[src/rtl/instruction_fetch.sv]
// instruction_fetch: RV32I fetch stage.
// Owns the PC, drives a combinational instruction memory and registers the
// returned word into the IF/ID register. Redirect, flush and stall are
// resolved in that order of priority.
// Optional feature macro: FETCH_BOUNDS_CHECK_EN. When it is defined, a
// misaligned or out-of-range PC raises O_fault and the stage parks in HALT
// until reset.
module instruction_fetch #(
  parameter logic [31:0] RESET_VECTOR = 32'h0000_0000,
  parameter int unsigned IMEM_BYTES   = 1024
) (
  input  logic        I_clk,
  input  logic        I_rst_n,
  input  logic        I_stall,
  input  logic        I_flush,
  input  logic        I_redirect_valid,
  input  logic [31:0] I_redirect_target,
  output logic [31:0] O_imem_address,
  input  logic [31:0] I_imem_data,
  output logic [31:0] O_instr,
  output logic [31:0] O_pc,
  output logic [31:0] O_pc_plus4,
  output logic        O_valid,
  output logic [31:0] O_fetch_count,
  output logic        O_fault
);

  localparam logic [31:0] NOP    = 32'h0000_0013;
  localparam logic [1:0]  S_BOOT = 2'b00;
  localparam logic [1:0]  S_RUN  = 2'b01;
`ifdef FETCH_BOUNDS_CHECK_EN
  localparam logic [1:0]  S_HALT = 2'b10;
  // Highest address at which a whole word still fits in memory.
  localparam logic [31:0] PC_LAST = 32'(IMEM_BYTES - 4);
`endif

  // Memory size must hold at least one word and be a whole number of words.
  if (IMEM_BYTES < 4 || (IMEM_BYTES % 4) != 0) begin : g_bad_size
    $error("instruction_fetch: IMEM_BYTES must be a non-zero multiple of 4");
  end

  logic [1:0]  state_q, state_d;
  logic [31:0] pc_q, pc_d, pc_plus4;
  logic [31:0] instr_q, instr_d;
  logic [31:0] opc_q, opc_d;
  logic [31:0] opc4_q, opc4_d;
  logic [31:0] cnt_q, cnt_d;
  logic        valid_q, valid_d;
`ifdef FETCH_BOUNDS_CHECK_EN
  logic        fault_q, fault_d;
  logic        pc_bad;

  assign pc_bad = (pc_q[1:0] != 2'b00) || (pc_q > PC_LAST);
`endif

  // PC arithmetic is plain 32-bit modulo; wrap past 0xFFFF_FFFC is intended.
  assign pc_plus4 = pc_q + 32'd4;

  // Next-state logic: redirect > flush > stall > fetch.
  always_comb begin
    state_d = state_q;
    pc_d    = pc_q;
    instr_d = instr_q;
    opc_d   = opc_q;
    opc4_d  = opc4_q;
    cnt_d   = cnt_q;
    valid_d = valid_q;
`ifdef FETCH_BOUNDS_CHECK_EN
    fault_d = fault_q;
`endif
    case (state_q)
      // One bubble after reset so memory sees the reset PC for a full cycle.
      S_BOOT: begin
        valid_d = 1'b0;
        state_d = S_RUN;
      end
      S_RUN: begin
        if (I_redirect_valid) begin
          // Word currently on the bus is wrong-path; drop it.
          pc_d    = I_redirect_target;
          valid_d = 1'b0;
        end else if (I_flush) begin
          valid_d = 1'b0;
          if (!I_stall) pc_d = pc_plus4;
        end else if (!I_stall) begin
`ifdef FETCH_BOUNDS_CHECK_EN
          if (pc_bad) begin
            fault_d = 1'b1;
            valid_d = 1'b0;
            state_d = S_HALT;
          end else
`endif
          begin
            instr_d = I_imem_data;
            opc_d   = pc_q;
            opc4_d  = pc_plus4;
            valid_d = 1'b1;
            pc_d    = pc_plus4;
            cnt_d   = cnt_q + 32'd1;
          end
        end
      end
`ifdef FETCH_BOUNDS_CHECK_EN
      // Parked after a fault; only reset gets out.
      S_HALT: begin
        valid_d = 1'b0;
        fault_d = 1'b1;
      end
`endif
      default: state_d = S_BOOT;
    endcase
  end

  // State and IF/ID register; async reset drops any pending redirect.
  always_ff @(posedge I_clk or negedge I_rst_n) begin
    if (!I_rst_n) begin
      state_q <= S_BOOT;
      pc_q    <= RESET_VECTOR;
      instr_q <= NOP;
      opc_q   <= 32'd0;
      opc4_q  <= 32'd0;
      cnt_q   <= 32'd0;
      valid_q <= 1'b0;
`ifdef FETCH_BOUNDS_CHECK_EN
      fault_q <= 1'b0;
`endif
    end else begin
      state_q <= state_d;
      pc_q    <= pc_d;
      instr_q <= instr_d;
      opc_q   <= opc_d;
      opc4_q  <= opc4_d;
      cnt_q   <= cnt_d;
      valid_q <= valid_d;
`ifdef FETCH_BOUNDS_CHECK_EN
      fault_q <= fault_d;
`endif
    end
  end

  assign O_imem_address = pc_q;
  assign O_instr        = instr_q;
  assign O_pc           = opc_q;
  assign O_pc_plus4     = opc4_q;
  assign O_valid        = valid_q;
  assign O_fetch_count  = cnt_q;
`ifdef FETCH_BOUNDS_CHECK_EN
  assign O_fault        = fault_q;
`else
  assign O_fault        = 1'b0;
`endif

endmodule

[config.mk]
export PLATFORM = sky130hd
export DESIGN_NAME = instruction_fetch
export DESIGN_NICKNAME = d
export VERILOG_FILES = /design/src/rtl/instruction_fetch.sv
export SDC_FILE = /design/constraint.sdc
export NUM_CORES = 1
export LEC_CHECK = 0
export BUFFER_PORTS_ARGS = -buffer_cell sky130_fd_sc_hd__buf_4
export CORE_MARGIN = 2
export CORE_UTILIZATION = 30
export DETAILED_ROUTE_END_ITERATION = 12
export GPL_ROUTABILITY_DRIVEN = 0
export PLACE_DENSITY_LB_ADDON = 0.12
export SYNTH_ARGS = -nofsm -noshare
export SYNTH_HDL_FRONTEND = slang
export SYNTH_SLANG_ARGS = --single-unit
[constraint.sdc]
create_clock -name I_clk -period 2.9 [get_ports I_clk]
set_input_delay 0.435 -clock I_clk [delete_from_list [all_inputs] [get_ports I_clk]]
set_output_delay 0.435 -clock I_clk [all_outputs]
set_load 0.02 [all_outputs]
==> impl_metrics.py <==
metrics = {
    "floorplan": {
        "dieArea_sq_um": 25300,
        "core_sq_um": 23500,
        "initial_core_util_pct": 30.6,
        "rows": 56,
        "dieHeight_um": 159,
        "die_w_um": 159,
        "top_level_ports": 231,
    },
    "cts": {
        "htree_num_levels": 4,
        "ctsHoldBuffers": 1,
        "clock_sinks": 160,
        "insertion_delay_ps": 430,
        "post_cts_buffers": 0,
        "cts_buffers": 17,
        "clockRootBuffer": "clkbuf_16",
        "cts_resized": 0,
        "cts_tree": "yes",
        "cts.clk_slew.worst_paths_ps": 80,
        "clockBufferDepth": 2,
    },
    "synthesis": {
        "ys_seq_area_share_pct": 55.6,
        "syn_area_per_cell_sq_um": 11.3,
        "synth_largest_area_cell": "dfrtp_1",
        "synth_area_leaders": "dfrtp_1, mux2_2, xnor2_1, a21oi_1, nor2_1",
        "synthesis.nets": 710,
        "syn_area_sq_um": 7210,
        "synthArstFlopShare_pct": 100,
        "synth_cell_type_count": 49,
        "yosysTopAreaCellShare_pct": 54.5,
        "synth_edf_count": 0,
        "synth-seq-cells": 160,
        "synth-main-ff-cell": "dfrtp_1",
        "ys.warnings.count": 0,
        "netlist_instances": 639,
    },
    "routing": {
        "vias_per_cell": 4.78,
        "wl_met1_mm": 9.26,
        "dr.pass1.iters": 4,
        "top_layer": "met4",
        "route.detailed.drc": 0,
        "drt_iter0_drc": 279,
        "drt.antenna.violating_nets": 0,
        "wl_mm": 20.4,
        "dr_wl_met2_mm": 9.98,
        "num_vias": 5686,
        "dr_wl_met3_um": 793,
        "wl_per_cell_um": 17.2,
    },
    "cells_and_area": {
        "drive_above_1_share_pct": 40.2,
        "nFillCells": 2340,
        "final_area_sq_um": 9840,
        "nNetsFinal": 928,
        "fin_util_pct": 41.8,
        "final_common_cell": "buf_4",
        "diodes": 0,
        "final_cell_mix": "buf_4, dfrtp_1, mux2_2",
        "instances_no_fill": 1189,
        "area_growth_pct": 36.4,
    },
    "sta": {
        "finalSetupViolCount": 0,
        "worst_clock_skew_ps": 11.9,
        "fin_crit_ps": 2330,
        "slew_violations": 0,
        "finalHoldViolCount": 0,
        "timing.fmax_mhz": 428,
        "rsz0062_at_grt": "false",
        "tightestPinTransition_ps": 685,
        "whs_ps": 199,
        "fin_setup_tns_ps": 0,
        "finalCritPeriodShare_pct": 80.5,
        "slew_headroom_pct": 54.0,
    },
    "setup_path": {
        "end_kind": "flop",
        "cp_data_arrival_time_ps": 2690,
        "cp_cell_sequence": "nand3_2, nor4_4, nand4_1, or4_1, nand4_1",
        "r2r_cells": 5,
        "crit_top_cell": "nand4_1",
        "critPathMaxFanout": 12,
        "start_kind": "flop",
        "cpMaxStageDelayCell": "nor4_4",
        "slowest_delay_ps": 660,
        "critical_path_class": "reg2reg",
        "required_ps": 3260,
    },
    "grt": {
        "grt_first_pass_wirelength_mm": 32.5,
        "grt_max_degree": 74,
        "gr-total-overflow": 0,
        "grt_antenna_before_repair": 0,
        "first_global_vias": 5697,
        "grt.total_usage_pct": 16.1,
    },
    "run": {
        "drv_cap": 0,
    },
    "status": {
        "status": "finished clean",
    },
    "placement": {
        "placed_cells": 1156,
        "io_buffers": 229,
        "dp_hpwl_mm": 14.6,
        "place_area_sq_um": 9260,
    },
    "pwr": {
        "ir_worst_vdd_v": 0.000331,
        "power_density_nw_per_um2": 757,
        "leakage_nw": 4.42,
    },
    "min_path": {
        "hold_class": "in2reg",
        "hold_depth": 2,
    },
}
## area by class of cell
class                   count  area, sq um  share of cell area (%)
repair buffers            242         1850                    18.8
well taps                 319          399                    4.06
clock buffers              18          429                    4.36
inverters                   8         30.0                   0.305
flip-flops and latches    160         4010                    40.7
multi-input cells         428         2980                    30.3
clock inverters            14          144                    1.46
## flip-flops by register name (all words and copies together), names as in the netlist
| signal | cells |
|---|---|
| O_fetch_count | 32 |
| O_imem_address | 32 |
| O_instr | 32 |
| O_pc | 32 |
| O_pc_plus4 | 30 |
| O_valid | 1 |
| state_q | 1 |
## power breakdown
group          switching [mW]  leakage, nW  internal (mW)  total, mW
Combinational            1.14         2.23          0.993       2.13
Sequential              0.388         1.92           2.68       3.07
Clock                    1.04        0.274           1.21       2.25
## kinds of logic (layout without fill, tap and decap cells)
logic type               count (synthesis)  after routing  share of synthesized area (%)
adder cells (fa/ha/maj)                  2              2                          0.347
multiplexers                            72             72                           11.2
AO/OA/AOI/OAI                          114            114                           9.47
XOR/XNOR                                59             59                           7.16
AND/OR/NAND/NOR                        179            179                           12.9
buffers and inverters                   51            282                           3.31
other                                    2              2                          0.104
flip-flops                             160            160                           55.6
## synth_stat cells (6+ instances only)
cell type	instances
dfrtp_1	157
mux2_2	61
nor2_1	57
a21oi_1	48
nand2_1	38
xnor2_1	37
xor2_1	22
clkbuf_1	20
nand3_1	20
o21ai_0	20
nand4_1	18
buf_2	17
and3_1	15
a2bb2oi_1	8
o22ai_1	8
inv_1	7
mux2_1	7
nor3_1	6
## metrics by stage
step | total power, mW | setup WS [ps]
6_report | 7.45 | 566
4_1_cts | 7.55 | 560
3_3_place_gp | 5.24 | 606
3_5_place_dp | 5.27 | 579
5_1_grt | 7.84 | 364
2_1_floorplan | 4.19 | 943
## layer usage
metal / global-route usage (%) / vias up
met4: 5.37 / 0
met2: 26.8 / 135
li1: - / 2686
met3: 3.52 / 24
met1: 20.8 / 2841
met5: 0 / -
## critical path: cells and delay by family (launching register included)
kind | cells | cell delay (ps)
DFF | 1 | 520
and+or+nand+nor | 5 | 1740
## final timing paths
check                                   startpoint                 end  slack (ps)
worst min-delay path                       I_flush             O_valid         200
min in group asynchronous                  I_rst_n      O_pc_plus4[13]         510
max in group asynchronous                  I_rst_n          O_instr[4]        1530
worst max-delay path            O_imem_address[13]  O_imem_address[27]         570
worst min register to register   O_fetch_count[31]   O_fetch_count[31]         470
worst max register to register  O_imem_address[13]  O_imem_address[27]         570
No activity file was read; power rests on OpenSTA's default activity.
